===== config.mk =====
export PLATFORM = sky130hd
export DESIGN_NAME = instruction_fetch_flat
export DESIGN_NICKNAME = d
export VERILOG_FILES = /design/src/rtl/instruction_fetch_if.sv /design/src/rtl/instruction_fetch.sv /design/src/flat_wrapper.sv
export SDC_FILE = /design/constraint.sdc
export NUM_CORES = 1
export LEC_CHECK = 0
export BUFFER_PORTS_ARGS = -buffer_cell sky130_fd_sc_hd__buf_2
export CORE_MARGIN = 3
export CORE_UTILIZATION = 53
export DETAILED_ROUTE_END_ITERATION = 10
export PLACE_DENSITY = 0.83
export SLEW_MARGIN = 20
export SYNTH_ARGS = -nofsm -noshare
export SYNTH_HDL_FRONTEND = slang
export SYNTH_SLANG_ARGS = --single-unit
export TNS_END_PERCENT = 20

===== constraint.sdc =====
create_clock -name clk -period 4 [get_ports clk]
set_input_delay 0.6 -clock clk [delete_from_list [all_inputs] [get_ports clk]]
set_output_delay 0.6 -clock clk [all_outputs]
set_load 0.01 [all_outputs]

===== src/rtl/instruction_fetch_if.sv =====
// Fetch-stage bus: instruction-memory req/ack channel plus the valid/ready
// channel towards decode/control, with its jump/branch/zero feedback.
interface instruction_fetch_if;
   logic        imem_req;
   logic [31:0] imem_addr;
   logic [31:0] imem_rdata;
   logic        imem_ack;
   logic [31:0] instr;
   logic [5:0]  opcode;
   logic        instr_valid;
   logic        instr_ready;
   logic        jump;
   logic        branch;
   logic        zero;
   logic [31:0] pc;
   logic [31:0] pc_plus4;
   logic        halted;

   modport master (
      output imem_req, imem_addr, instr, opcode, instr_valid, pc, pc_plus4, halted,
      input  imem_rdata, imem_ack, instr_ready, jump, branch, zero
   );

   modport slave (
      input  imem_req, imem_addr, instr, opcode, instr_valid, pc, pc_plus4, halted,
      output imem_rdata, imem_ack, instr_ready, jump, branch, zero
   );
endinterface


===== src/rtl/instruction_fetch.sv =====
// MIPS fetch stage: owns the PC, reads instruction memory over req/ack and hands
// the captured word to decode over valid/ready; stops for good after retiring HALT.
module instruction_fetch #(
   parameter logic [31:0] RESET_PC    = 32'h0000_0000,
   parameter logic [5:0]  HALT_OPCODE = 6'b111111
) (
   input logic                 clk,
   input logic                 rst_n,
   instruction_fetch_if.master bus
);

   localparam logic [31:0] RESET_PC_ALIGNED = {RESET_PC[31:2], 2'b00};

   typedef enum logic [1:0] {StFetch, StIssue, StHalt} state_e;

   state_e      state_q;
   logic [31:0] pc_q;
   logic [31:0] instr_q;
   logic        req_q;
   logic        valid_q;
   logic        halted_q;

   logic [31:0] pc_plus4;
   logic [31:0] jump_target;
   logic [31:0] branch_offset;
   logic [31:0] next_pc;
   logic        fetch_done;
   logic        retire;
   logic        is_halt;

   assign pc_plus4      = pc_q + 32'd4;
   assign jump_target   = {pc_plus4[31:28], instr_q[25:0], 2'b00};
   assign branch_offset = {{14{instr_q[15]}}, instr_q[15:0], 2'b00};
   assign is_halt       = (instr_q[31:26] == HALT_OPCODE);

   // Jump has priority over a taken branch.
   always_comb begin
      next_pc = pc_plus4;
      if (bus.jump) begin
         next_pc = jump_target;
      end else if (bus.branch && bus.zero) begin
         next_pc = pc_plus4 + branch_offset;
      end
   end

   // Ack only counts while a request is actually on the bus.
   assign fetch_done = (state_q == StFetch) && req_q && bus.imem_ack;
   assign retire     = (state_q == StIssue) && bus.instr_ready;

   always_ff @(posedge clk or negedge rst_n) begin
      if (!rst_n) begin
         state_q  <= StFetch;
         pc_q     <= RESET_PC_ALIGNED;
         instr_q  <= 32'h0;
         req_q    <= 1'b0;
         valid_q  <= 1'b0;
         halted_q <= 1'b0;
      end else begin
         case (state_q)
            StFetch: begin
               // First edge after reset release raises the request.
               req_q <= 1'b1;
               if (fetch_done) begin
                  instr_q <= bus.imem_rdata;
                  req_q   <= 1'b0;
                  valid_q <= 1'b1;
                  state_q <= StIssue;
               end
            end
            StIssue: begin
               if (retire) begin
                  valid_q <= 1'b0;
                  if (is_halt) begin
                     halted_q <= 1'b1;
                     state_q  <= StHalt;
                  end else begin
                     pc_q    <= next_pc;
                     req_q   <= 1'b1;
                     state_q <= StFetch;
                  end
               end
            end
            StHalt: begin
               req_q   <= 1'b0;
               valid_q <= 1'b0;
            end
            default: begin
               req_q   <= 1'b0;
               valid_q <= 1'b0;
               state_q <= StFetch;
            end
         endcase
      end
   end

   assign bus.imem_req    = req_q;
   assign bus.imem_addr   = pc_q;
   assign bus.instr       = instr_q;
   assign bus.opcode      = instr_q[31:26];
   assign bus.instr_valid = valid_q;
   assign bus.pc          = pc_q;
   assign bus.pc_plus4    = pc_plus4;
   assign bus.halted      = halted_q;

`ifndef SYNTHESIS
   pc_aligned_a : assert property (@(posedge clk) disable iff (!rst_n) pc_q[1:0] == 2'b00);

   req_valid_excl_a : assert property (@(posedge clk) disable iff (!rst_n)
      !(req_q && valid_q));

   req_hold_a : assert property (@(posedge clk) disable iff (!rst_n)
      (req_q && !bus.imem_ack) |=> (req_q && $stable(pc_q)));

   halt_sticky_a : assert property (@(posedge clk) disable iff (!rst_n)
      halted_q |=> (halted_q && !req_q && !valid_q));
`endif

endmodule


===== src/flat_wrapper.sv =====
// flat-port wrapper written by rule: the top's interface ports become plain ports
module instruction_fetch_flat 
#(
   parameter logic [31:0] RESET_PC    = 32'h0000_0000,
   parameter logic [5:0]  HALT_OPCODE = 6'b111111
)
  (clk, rst_n, bus_imem_req, bus_imem_addr, bus_instr, bus_opcode, bus_instr_valid, bus_pc, bus_pc_plus4, bus_halted, bus_imem_rdata, bus_imem_ack, bus_instr_ready, bus_jump, bus_branch, bus_zero);
  instruction_fetch_if bus_i ();
  input logic clk;
  input logic rst_n;
  output wire logic [$bits(bus_i.imem_req)-1:0] bus_imem_req;
  output wire logic [$bits(bus_i.imem_addr)-1:0] bus_imem_addr;
  output wire logic [$bits(bus_i.instr)-1:0] bus_instr;
  output wire logic [$bits(bus_i.opcode)-1:0] bus_opcode;
  output wire logic [$bits(bus_i.instr_valid)-1:0] bus_instr_valid;
  output wire logic [$bits(bus_i.pc)-1:0] bus_pc;
  output wire logic [$bits(bus_i.pc_plus4)-1:0] bus_pc_plus4;
  output wire logic [$bits(bus_i.halted)-1:0] bus_halted;
  input wire logic [$bits(bus_i.imem_rdata)-1:0] bus_imem_rdata;
  input wire logic [$bits(bus_i.imem_ack)-1:0] bus_imem_ack;
  input wire logic [$bits(bus_i.instr_ready)-1:0] bus_instr_ready;
  input wire logic [$bits(bus_i.jump)-1:0] bus_jump;
  input wire logic [$bits(bus_i.branch)-1:0] bus_branch;
  input wire logic [$bits(bus_i.zero)-1:0] bus_zero;
  assign bus_imem_req = bus_i.imem_req;
  assign bus_imem_addr = bus_i.imem_addr;
  assign bus_instr = bus_i.instr;
  assign bus_opcode = bus_i.opcode;
  assign bus_instr_valid = bus_i.instr_valid;
  assign bus_pc = bus_i.pc;
  assign bus_pc_plus4 = bus_i.pc_plus4;
  assign bus_halted = bus_i.halted;
  assign bus_i.imem_rdata = bus_imem_rdata;
  assign bus_i.imem_ack = bus_imem_ack;
  assign bus_i.instr_ready = bus_instr_ready;
  assign bus_i.jump = bus_jump;
  assign bus_i.branch = bus_branch;
  assign bus_i.zero = bus_zero;
  instruction_fetch #(.RESET_PC(RESET_PC), .HALT_OPCODE(HALT_OPCODE)) u_core (.clk(clk), .rst_n(rst_n), .bus(bus_i));
endmodule

==> metrics.md, run 1 <==
| Metric | Value |
|---|---|
| Run status | complete, no violations |
| Clock slew seen by the registers of the worst setup and hold paths | 0.09 ns |
| P&R area growth vs syn | 17.64% |
| Overall power of the completed layout | 7.053 mW |
| Highest Signal Layer | met4 |
| Proportion of register bits with asynchronous set or reset after synthesis | 100.0% |
| Starting Density | 55.68% |
| Worst path required time | 4.27 ns |
| Initial antenna violation count | 0 |
| Unrepaired setup endpoints after global routing | false |
| Clk sinks | 67 |
| Setup-failing EPs final | 0 |
| Data arrival at the endpoint of the critical path | 4.02 ns |
| Worst hold margin | 0.3387 ns |
| Least setup slack across all paths after layout | 0.2551 ns |
| Depth of the CTS H-tree | 3 |
| Final estimated routing congestion in global placement | 1.009 |
| Post-Synthesis Cell Area | 5568 um^2 |
| Worst Tran Pin Value | 0.9872 ns |
| Flop and latch count out of synthesis | 67 |
| CTS tree | built |
| DR vias/cell | 5.979 |
| Top cell type's share of synthesized area | 30.11% |
| Number of routed nets with antenna violations | 0 |
| Avg Cell Area, Syn | 8.768 um^2 |
| IO Pins | 176 |
| Post-synthesis cell type with the largest combined area | sky130_fd_sc_hd__dfrtp_1 |
| Total number of cells along the worst setup path | 14 |
| Maximum capacitance violations | 0 |
| Cell area after layout | 6550 um^2 |
| Die height | 108.5 um |
| Initial DRC Count | 534 |
| Placement Cell Area | 6311 um^2 |
| Critical Path End Type | flop |
| Post-synthesis sequential area ratio | 30.11% |
| Number of standard-cell rows in the floorplan | 36 |
| Met3 routed wirelength | 1502 um |
| Sum of routed wire length over all layers | 17240 um |
| Power Dens Cells | 1077 nW/um^2 |
| Family of cells with the greatest summed delay on the critical path | simple AND/OR/NAND/NOR gates |
| Largest net degree at the start of global routing | 35 |
| Number of vias after detailed routing | 5435 |
| Critical path cell sequence | and4_1 > nand3_1 > nor2_1 > nand4_1 > xnor2_1 > ha_1 > a21o_1 > a21o_1 > a21o_1 > a211oi_2 > o31ai_2 > xor2_1 > and3_1 > o31ai_2 |
| Multi-input logic area | 3481 um^2 |
| Worst Path Buf+Inv | 0 |
| Max-Slew Margin vs Limit | 34.03% |
| Period Utilization, post-route | 93.62% |
| Floorplan core area | 10000 um^2 |
| Most common cell in the netlist | sky130_fd_sc_hd__nand2_1 |
| Max clock buf depth | 2 |
| Routed WL per cell | 18.97 um |
| Number of enable flip-flop cells after synthesis | 0 |
| Overall overflow remaining after global route | 0 |
| Clock period minus final worst setup slack | 3.745 ns |
| Share of post-route cells with drive strength above 1 | 32.73% |
| Worst IR drop on VDD | 0.0005423 V |
| Highest achievable clock rate | 267.0 MHz |
| Buffers added on ports | 169 |
| Clk_lat worst skew | 0.36 ns |
| WS Path Type | flop to flop |
| Fin Setup TNS | 0 ns |
| Detailed Place HPWL | 13260 um |
| Sequential Area | 1677 um^2 |
| Drt drc | 0 |
| NumNets Final | 848 |
| Final max-slew violation count | 0 |
| Main flop type after synthesis | sky130_fd_sc_hd__dfrtp_1 |
| Clock buffers created by TritonCTS | 9 |
| Diodes inserted | 0 |
| Hold-fix buffer count after cts | 0 |
| Floorplan die width | 108.5 um |
| Worst Reg-to-Reg Cells | 14 |
| Most instantiated cells after synthesis | sky130_fd_sc_hd__nand2_1, sky130_fd_sc_hd__dfrtp_1, sky130_fd_sc_hd__buf_4, sky130_fd_sc_hd__a21oi_1, sky130_fd_sc_hd__nor2_1 |
| Synth warn | 0 |
| Most Frequent Cell on Critical Path | sky130_fd_sc_hd__a21o_1 |
| Leakage power | 3.197 nW |
| Slowest stage cell, crit path | sky130_fd_sc_hd__dfrtp_1 |
| Synthesized instance count | 635 |
| Kind of start point of the critical path | flop |
| Critical path's largest stage delay | 0.49 ns |
| Maximum fanout along the worst path | 8 |
| Hold crit path type | primary input to asynchronous set/reset pin |
| Biggest area contributors in the synthesized netlist | sky130_fd_sc_hd__dfrtp_1, sky130_fd_sc_hd__ha_1, sky130_fd_sc_hd__mux2_2 |
| Post-place setup slack | 0.2406 ns |
| Final hold viol count | 0 |
| Filler Cell Count | 869 |
| Count of cell types in the netlist | 67 |
| Vias in the first global route | 5366 |
| Clk root buf | sky130_fd_sc_hd__clkbuf_8 |
| Iteration count of the initial detailed-routing pass | 6 |
| Routed length on met2 | 8255 um |
| Total routed wire length on the met1 layer | 6981 um |
| First-pass GRT wire length | 27630 um |
| Area of the die | 11770 um^2 |
| Total routing resource utilization after global routing | 29.71% |
| Setup Skew | 0.01036 ns |
[layout make-up]
class,count,area share (%)
clock inverter,7,1.509
sequential,67,25.60
inverter,14,0.8023
timing repair buffer,183,14.52
multi-input combinational,496,53.14
clock buffer,9,1.891
tap,133,2.541
[repair_timing]
item,4_1_cts,5_1_grt
setup buffers,0,0
endpoints found under the hold margin,0,0
gates resized for setup,0,4
setup endpoints to repair,0,10
[where the power goes]
part,total (mW),switching [mW],internal (mW),leakage (nW)
Clock,0.663,0.306,0.357,0.111
Combinational,4.91,2.87,2.04,2.28
Sequential,1.49,0.482,1.00,0.807
[stage by stage]
step | instances | util (%)
4_1_cts | 909 | 65.34
6_report | 909 | 65.50
3_3_place_gp | 893 | 63.11
5_1_grt | 909 | 65.50
2_1_floorplan | 640 | -
3_5_place_dp | 893 | 63.11
[logic make-up (layout without fill, tap and decap cells)]
group                      after synthesis  in the layout  synth area share (%)
muxes                                   36             36                 7.191
DFF                                     67             67                 30.11
AOI/OAI and AO/OA                      176            176                 21.96
buffers and inverters                   77            213                 8.135
and+or+nand+nor                        191            191                 16.16
other                                    1              6               0.06735
adders and majority gates               38             38                 8.674
xor gates and xnor gates                49             49                 7.708
[state kept, by name, indices dropped and copies added, names as in the netlist]
| register | count |
|---|---|
| u_core.bus.imem_req | 1 |
| u_core.state_q | 2 |
| u_core.bus.imem_addr | 30 |
| u_core.bus.halted | 1 |
| u_core.bus.instr | 32 |
| u_core.bus.instr_valid | 1 |
[layer usage]
layer	up-vias	GRT usage, %
met3	53	5.373
met1	2558	39.06
li1	2535	-
met4	0	10.82
met5	-	0
met2	289	48.90
[path summary, 6_finish.rpt]
path | startpoint | to | slack (ns)
setup / recovery | u_core.bus.imem_addr[17] | u_core.bus.imem_addr[31] | 0.26
hold / removal | rst_n | u_core.bus.imem_addr[9] | 0.34
setup reg to reg | u_core.bus.imem_addr[17] | u_core.bus.imem_addr[31] | 0.26
hold reg to reg | u_core.bus.halted | u_core.bus.halted | 0.47
max in group asynchronous | rst_n | u_core.bus.imem_addr[27] | 2.71
min in group clk | bus_imem_rdata[23] | u_core.bus.instr[23] | 0.46
[cell usage in the layout, fill, tap and decap left out, types with 6 or more instances in the layout]
cell                       count
sky130_fd_sc_hd__a211oi_1      8
sky130_fd_sc_hd__a21o_1       19
sky130_fd_sc_hd__a21oi_1      41
sky130_fd_sc_hd__and3_1        7
sky130_fd_sc_hd__buf_2       169
sky130_fd_sc_hd__buf_4        14
sky130_fd_sc_hd__clkbuf_8      9
sky130_fd_sc_hd__conb_1        6
sky130_fd_sc_hd__dfrtp_1      67
sky130_fd_sc_hd__ha_1         37
sky130_fd_sc_hd__inv_1        13
sky130_fd_sc_hd__mux2_2       32
sky130_fd_sc_hd__nand2_1      74
sky130_fd_sc_hd__nand3_1      26
sky130_fd_sc_hd__nand4_1      10
sky130_fd_sc_hd__nor2_1       38
sky130_fd_sc_hd__nor3_1        9
sky130_fd_sc_hd__o211ai_1      9
sky130_fd_sc_hd__o21ai_0      30
sky130_fd_sc_hd__o21ai_1       6
sky130_fd_sc_hd__xnor2_1      34
sky130_fd_sc_hd__xor2_1       14
Power figures use the tool's default switching activity.
==> run 2: changes to the inputs <==
--- a/config.mk
+++ b/config.mk
@@ -9,6 +9,7 @@
 export CORE_MARGIN = 3
 export CORE_UTILIZATION = 53
 export DETAILED_ROUTE_END_ITERATION = 10
+export GPL_TIMING_DRIVEN = 0
 export PLACE_DENSITY = 0.83
 export SLEW_MARGIN = 20
 export SYNTH_ARGS = -nofsm -noshare
==> metrics.md, run 2 (same netlist as run 1, synthesis figures left out) <==
| Metric | Value |
|---|---|
| Clock period minus final worst setup slack | 3.826 ns |
| Initial DRC Count | 377 |
| Worst path required time | 4.26 ns |
| Final max-slew violation count | 0 |
| Slack of the worst reg-to-reg path | 0.17 ns |
| Clock buffers created by TritonCTS | 9 |
| Iteration count of the initial detailed-routing pass | 5 |
| Reg-to-reg startpoint | u_core.bus.imem_addr[4] |
| NumNets Final | 901 |
| Diodes inserted | 0 |
| Drt drc | 0 |
| Total routing resource utilization after global routing | 30.63% |
| Critical path's largest stage delay | 0.48 ns |
| Worst IR drop on VDD | 0.0005692 V |
| Data arrival at the endpoint of the critical path | 4.09 ns |
| CTS tree | built |
| P&R area growth vs syn | 24.22% |
| WS Path Type | flop to flop |
| Final estimated routing congestion in global placement | 0.9656 |
| Worst hold margin | 0.1957 ns |
| Maximum fanout along the worst path | 8 |
| IO Pins | 176 |
| Die height | 108.5 um |
| Leakage power | 3.420 nW |
| Max-Slew Margin vs Limit | 42.68% |
| Clock slew seen by the registers of the worst setup and hold paths | 0.08 ns |
| Area of the die | 11770 um^2 |
| Largest register FFs | 32 |
| Period Utilization, post-route | 95.66% |
| Initial antenna violation count | 0 |
| Routed WL per cell | 18.45 um |
| Final hold viol count | 0 |
| Number of routed nets with antenna violations | 0 |
| Buffers added on ports | 169 |
| Post-place setup slack | -0.1947 ns |
| Share of post-route cells with drive strength above 1 | 36.07% |
| Commonest non-fill, non-tap cell in the layout | sky130_fd_sc_hd__buf_2 |
| Floorplan core area | 10000 um^2 |
| Depth of the CTS H-tree | 3 |
| Floorplan die width | 108.5 um |
| Most used cells in the layout excluding fill and tap cells | sky130_fd_sc_hd__buf_2, sky130_fd_sc_hd__nand2_1, sky130_fd_sc_hd__dfrtp_1, sky130_fd_sc_hd__buf_4, sky130_fd_sc_hd__a21oi_1 |
| Clk_lat worst skew | 0.35 ns |
| Reg-to-reg endpoint | u_core.bus.imem_addr[31] |
| Critical path cell sequence | and4_1 > nand3_1 > nor3_4 > nand4_1 > xnor2_2 > ha_1 > a21oi_2 > o211ai_1 > a21o_1 > a211oi_2 > o31ai_2 > xor2_1 > and3_1 > o31ai_2 |
| Number of standard-cell rows in the floorplan | 36 |
| Power Dens Cells | 1043 nW/um^2 |
| Most Frequent Cell on Critical Path | sky130_fd_sc_hd__o31ai_2 |
| Maximum capacitance violations | 0 |
| Critical Path End Type | flop |
| Sum of routed wire length over all layers | 17750 um |
| First-pass GRT wire length | 28340 um |
| Highest achievable clock rate | 261.3 MHz |
| Number of vias after detailed routing | 5673 |
| Max clock buf depth | 2 |
| Kind of start point of the critical path | flop |
| Hold crit path type | primary input to asynchronous set/reset pin |
| Clk root buf | sky130_fd_sc_hd__clkbuf_8 |
| Starting Density | 55.68% |
| Unrepaired setup endpoints after global routing | true |
| Overall overflow remaining after global route | 0 |
| Run status | complete, no violations |
| Placement Cell Area | 6621 um^2 |
| Overall power of the completed layout | 7.212 mW |
| Setup-failing EPs final | 0 |
| Filler Cell Count | 858 |
| Detailed Place HPWL | 13740 um |
| Final core occ | 69.17% |
| Clk sinks | 67 |
| Setup Skew | 0.01183 ns |
| Cell area after layout | 6917 um^2 |
| Slowest stage cell, crit path | sky130_fd_sc_hd__dfrtp_2 |
| Least setup slack across all paths after layout | 0.1736 ns |
| Worst Reg-to-Reg Cells | 14 |
| Worst Tran Pin Value | 0.8532 ns |
| Vias in the first global route | 5571 |
| DR vias/cell | 5.897 |
| Largest net degree at the start of global routing | 38 |
-- run 2: cell count changes in the layout (fill, tap and decap cells not counted), moves of 2 or more --
cell and delta:
sky130_fd_sc_hd__buf_4 +33, sky130_fd_sc_hd__clkbuf_1 +15, sky130_fd_sc_hd__dfrtp_1 -5, sky130_fd_sc_hd__dfrtp_2 +5, sky130_fd_sc_hd__buf_1 +3, sky130_fd_sc_hd__ha_1 -2
sky130_fd_sc_hd__ha_2 +2, sky130_fd_sc_hd__xnor2_1 -2, sky130_fd_sc_hd__xnor2_2 +2
-- run 2: worst max path at each step --
stage,startpoint,endpoint
6_report,u_core.bus.imem_addr[4],u_core.bus.imem_addr[31]
5_1_grt,u_core.bus.imem_addr[4],u_core.bus.imem_addr[24]
4_1_cts,u_core.bus.imem_addr[2],u_core.bus.imem_addr[31]
3_5_place_dp,u_core.bus.imem_addr[2],u_core.bus.imem_addr[31]
3_3_place_gp,u_core.bus.imem_addr[2],u_core.bus.imem_addr[31]
2_1_floorplan,u_core.bus.imem_addr[4],u_core.bus.imem_addr[31]
-- run 2: final cells by class --
type | count | area [um^2] | share of cell area, %
multi-input combinational | 496 | 3516 | 50.83
inverter | 14 | 52.55 | 0.7598
timing repair buffer | 173 | 890.9 | 12.88
buffer | 63 | 400.4 | 5.789
sequential | 67 | 1683 | 24.33
tap | 133 | 166.4 | 2.406
clock buffer | 10 | 137.6 | 1.990
clock inverter | 6 | 70.07 | 1.013
-- run 2: routing by layer --
metal / GRT usage (%) / routed length (um) / up-vias
met5: 0 / 0 / -
met4: 9.829 / 357 / 0
met3: 4.836 / 1467 / 34
met2: 51.46 / 8643 / 284
met1: 40.46 / 7277 / 2717
li1: - / - / 2638
-- run 2: timing repair --
action                     in CTS  in global routing
hold buffers                    0                  0
buffers inserted                0                  3
resized for setup               3                 14
pin swaps                       0                  2
setup endpoints to repair       5                  7
-- run 2: power by group --
group          switching, mW  leakage [nW]  total [mW]  internal [mW]
Combinational           2.84          2.51        5.07           2.23
Clock                  0.291         0.108       0.602          0.312
Sequential             0.533         0.801        1.54           1.01
Total                   3.66          3.42        7.21           3.55
-- run 2: metrics by stage --
step,std cells,setup TNS [ns]
6_report,962,0
3_5_place_dp,943,-0.4816
4_1_cts,959,0
2_1_floorplan,640,0
3_3_place_gp,942,-0.4512
5_1_grt,962,-0.09311
-- run 2: worst max-delay path: cells and delay by family, from the launching register on --
family | cells | cell delay, ns
simple gates | 5 | 1.30
compound gates | 6 | 1.14
flops | 1 | 0.48
xor+xnor | 2 | 0.48
fa+ha+maj | 1 | 0.36
==> run 3: changes to the inputs <==
--- a/config.mk
+++ b/config.mk
@@ -5,9 +5,10 @@
 export SDC_FILE = /design/constraint.sdc
 export NUM_CORES = 1
 export LEC_CHECK = 0
+export ABC_AREA = 1
 export BUFFER_PORTS_ARGS = -buffer_cell sky130_fd_sc_hd__buf_2
 export CORE_MARGIN = 3
-export CORE_UTILIZATION = 53
+export CORE_UTILIZATION = 55
 export DETAILED_ROUTE_END_ITERATION = 10
 export GPL_TIMING_DRIVEN = 0
 export PLACE_DENSITY = 0.83
@@ -15,4 +16,4 @@
 export SYNTH_ARGS = -nofsm -noshare
 export SYNTH_HDL_FRONTEND = slang
 export SYNTH_SLANG_ARGS = --single-unit
-export TNS_END_PERCENT = 20
+export TNS_END_PERCENT = 30
==> metrics.md, run 3 <==
| Metric | Value |
|---|---|
| Run status | complete, no violations |
| Commonest non-fill, non-tap cell in the layout | sky130_fd_sc_hd__nand2_1 |
| Sum of routed wire length over all layers | 21740 um |
| Share of post-route cells with drive strength above 1 | 22.85% |
| Starting Density | 57.42% |
| Reg-to-reg endpoint | u_core.bus.imem_addr[30] |
| Biggest area contributors in the synthesized netlist | sky130_fd_sc_hd__dfrtp_1, sky130_fd_sc_hd__nand2_1, sky130_fd_sc_hd__inv_1 |
| Count of cell types in the netlist | 44 |
| Fin Setup TNS | 0 ns |
| Diodes inserted | 0 |
| Drt drc | 0 |
| Number of routed nets with antenna violations | 0 |
| Maximum fanout along the worst path | 6 |
| Clock period minus final worst setup slack | 3.351 ns |
| Initial antenna violation count | 0 |
| Critical Path End Type | flop |
| Final core occ | 69.31% |
| Period Utilization, post-route | 83.76% |
| Largest net degree at the start of global routing | 46 |
| First-pass GRT wire length | 33830 um |
| Clock buffers created by TritonCTS | 9 |
| Worst IR drop on VDD | 0.0001826 V |
| Post-synthesis cell type with the largest combined area | sky130_fd_sc_hd__dfrtp_1 |
| Max clock buf depth | 2 |
| Depth of the CTS H-tree | 3 |
| Most common cell in the netlist | sky130_fd_sc_hd__nand2_1 |
| Flop and latch count out of synthesis | 67 |
| P&R area growth vs syn | 20.70% |
| Final hold viol count | 0 |
| Kind of start point of the critical path | flop |
| Power Dens Cells | 198.1 nW/um^2 |
| Setup Skew | 0.005689 ns |
| Floorplan die width | 116.3 um |
| Overall overflow remaining after global route | 0 |
| Most instantiated cells after synthesis | sky130_fd_sc_hd__nand2_1, sky130_fd_sc_hd__inv_1, sky130_fd_sc_hd__nor2_1, sky130_fd_sc_hd__dfrtp_1, sky130_fd_sc_hd__nand3_1 |
| WS Path Type | flop to flop |
| Die height | 116.3 um |
| Most used cells in the layout excluding fill and tap cells | sky130_fd_sc_hd__nand2_1, sky130_fd_sc_hd__inv_1, sky130_fd_sc_hd__buf_2, sky130_fd_sc_hd__nor2_1, sky130_fd_sc_hd__dfrtp_1 |
| Initial DRC Count | 733 |
| Maximum capacitance violations | 0 |
| Floorplan core area | 11660 um^2 |
| Switching share of power | 23.22% |
| Worst Reg-to-Reg Cells | 16 |
| Data arrival at the endpoint of the critical path | 3.61 ns |
| Clock network fraction of design power | 51.6% |
| Proportion of register bits with asynchronous set or reset after synthesis | 100.0% |
| Main flop type after synthesis | sky130_fd_sc_hd__dfrtp_1 |
| Hold-fix buffer count after cts | 0 |
| Hold crit path type | primary input to asynchronous set/reset pin |
| Final estimated routing congestion in global placement | 0.9944 |
| Synth warn | 0 |
| Number of vias after detailed routing | 7511 |
| Total routing resource utilization after global routing | 32.16% |
| Top cell type's share of synthesized area | 25.04% |
| Final max-slew violation count | 0 |
| Cell area after layout | 8083 um^2 |
| Overall power of the completed layout | 1.602 mW |
| Detailed Place HPWL | 17380 um |
| Number of standard-cell rows in the floorplan | 39 |
| Number of enable flip-flop cells after synthesis | 0 |
| Clk root buf | sky130_fd_sc_hd__clkbuf_16 |
| Largest register FFs | 32 |
| Synthesized instance count | 1074 |
| Iteration count of the initial detailed-routing pass | 6 |
| Clk_lat worst skew | 0.34 ns |
| Clock slew seen by the registers of the worst setup and hold paths | 0.06 ns |
| Routed WL per cell | 15.44 um |
| Worst Tran Pin Value | 0.9857 ns |
| Part of the total power dissipated in combinational logic | 6.1% |
| Slack of the worst reg-to-reg path | 0.65 ns |
| Count of instances resized after the clock tree is built | 0 |
| Setup-failing EPs final | 0 |
| Buffers added on ports | 169 |
| DR vias/cell | 5.335 |
| NumNets Final | 1337 |
| IO Pins | 176 |
| Internal Power | 1.230 mW |
| Avg Cell Area, Syn | 6.235 um^2 |
| Max-Slew Margin vs Limit | 34.29% |
| Worst hold margin | 0.1689 ns |
| Area of the die | 13540 um^2 |
| Placement Cell Area | 7770 um^2 |
| Clk sinks | 67 |
| Filler Cell Count | 1041 |
| Post-synthesis sequential area ratio | 25.04% |
| Vias in the first global route | 6777 |
| Highest achievable clock rate | 298.5 MHz |
| Switching power of the nets | 0.3719 mW |
| Leakage power | 5.067 nW |
| CTS tree | built |
| Buffers inserted during post-CTS setup optimization | 0 |
| Worst path required time | 4.26 ns |
| Reg-to-reg startpoint | u_core.bus.imem_addr[10] |
| Post-Synthesis Cell Area | 6696 um^2 |
| Part of the power in registers | 42.3% |
| Unrepaired setup endpoints after global routing | false |
## run 3: cell count changes in the layout (fill, tap and decap cells not counted), moves of 18 or more
cell	change
sky130_fd_sc_hd__nand3_1	+38
sky130_fd_sc_hd__xnor2_1	-26
sky130_fd_sc_hd__a21o_1	-18
sky130_fd_sc_hd__inv_1	+164
sky130_fd_sc_hd__nand2_1	+293
sky130_fd_sc_hd__nor2_1	+68
## run 3: power groups by stage
stage	Clock [mW]	Sequential, mW	Combinational (mW)
finish	0.826	0.678	0.0976
global placement	0	0.690	0.0897
global route	0.857	0.678	0.106
detailed placement	0	0.690	0.0948
floorplan	0	0.690	0.0399
CTS	0.823	0.678	0.0953
## run 3: worst max path at each step
stage,from,end,slack [ns],cells past startpoint
2_1_floorplan,u_core.bus.imem_addr[2],u_core.bus.imem_addr[31],1.30,19
3_3_place_gp,u_core.bus.imem_addr[10],u_core.bus.imem_addr[30],0.77,16
3_5_place_dp,u_core.bus.imem_addr[2],u_core.bus.imem_addr[30],0.78,16
4_1_cts,u_core.bus.imem_addr[2],u_core.bus.imem_addr[26],0.73,19
5_1_grt,u_core.bus.imem_addr[2],u_core.bus.imem_addr[27],0.31,19
6_report,u_core.bus.imem_addr[10],u_core.bus.imem_addr[30],0.65,16
## run 3: final cells by class
cell class	count	area, um^2	share of cell area [%]
Multi-Input combinational cell	773	3973	49.15
Sequential cell	67	1677	20.74
Timing Repair Buffer	170	875.8	10.84
Inverter	179	671.9	8.313
Buffer	60	394.1	4.876
Clock buffer	11	252.7	3.127
Tap cell	143	178.9	2.214
Clock inverter	5	60.06	0.7430
## run 3: kinds of logic (layout without fill, tap and decap cells)
group | Yosys count | in the layout | synth area share (%)
multiplexers | 26 | 26 | 4.372
buffers and inverters | 239 | 425 | 15.92
AND/OR/NAND/NOR | 590 | 590 | 36.98
XOR/XNOR | 21 | 21 | 3.083
flip-flops | 67 | 67 | 25.04
other | 1 | 6 | 0.05600
AO/OA/AOI/OAI | 92 | 92 | 7.343
adder cells (fa/ha/maj) | 38 | 38 | 7.212
## run 3: layer usage
layer / global-route usage [%] / vias to the layer above / part of all wire (%)
met2: 52.82 / 436 / 46
met5: 0 / - / 0
met1: 43.63 / 3368 / 41
met3: 5.544 / 49 / 9.8
met4: 9.435 / 0 / 2.7
li1: - / 3658 / -
## run 3: worst max-delay path, cell delays in order, from the launching register on
cell and delay (ns):
sky130_fd_sc_hd__dfrtp_1 0.48, sky130_fd_sc_hd__nand2_1 0.14, sky130_fd_sc_hd__nor2_1 0.18, sky130_fd_sc_hd__inv_1 0.13
sky130_fd_sc_hd__nor3_1 0.43, sky130_fd_sc_hd__nand3_1 0.13, sky130_fd_sc_hd__nand2_1 0.17, sky130_fd_sc_hd__inv_1 0.08
sky130_fd_sc_hd__ha_1 0.39, sky130_fd_sc_hd__inv_1 0.09, sky130_fd_sc_hd__nor3_1 0.23, sky130_fd_sc_hd__and2_1 0.23
sky130_fd_sc_hd__and2_1 0.14, sky130_fd_sc_hd__nand2_1 0.10, sky130_fd_sc_hd__nand3_1 0.10, sky130_fd_sc_hd__nand3_1 0.11
sky130_fd_sc_hd__a21oi_1 0.16
## run 3: metrics by stage
stage               cells  worst slack (ns)
floorplan            1079             1.302
CTS                  1408            0.7276
global route         1408            0.3093
global placement     1391            0.7665
detailed placement   1392            0.7755
finish               1408            0.6494
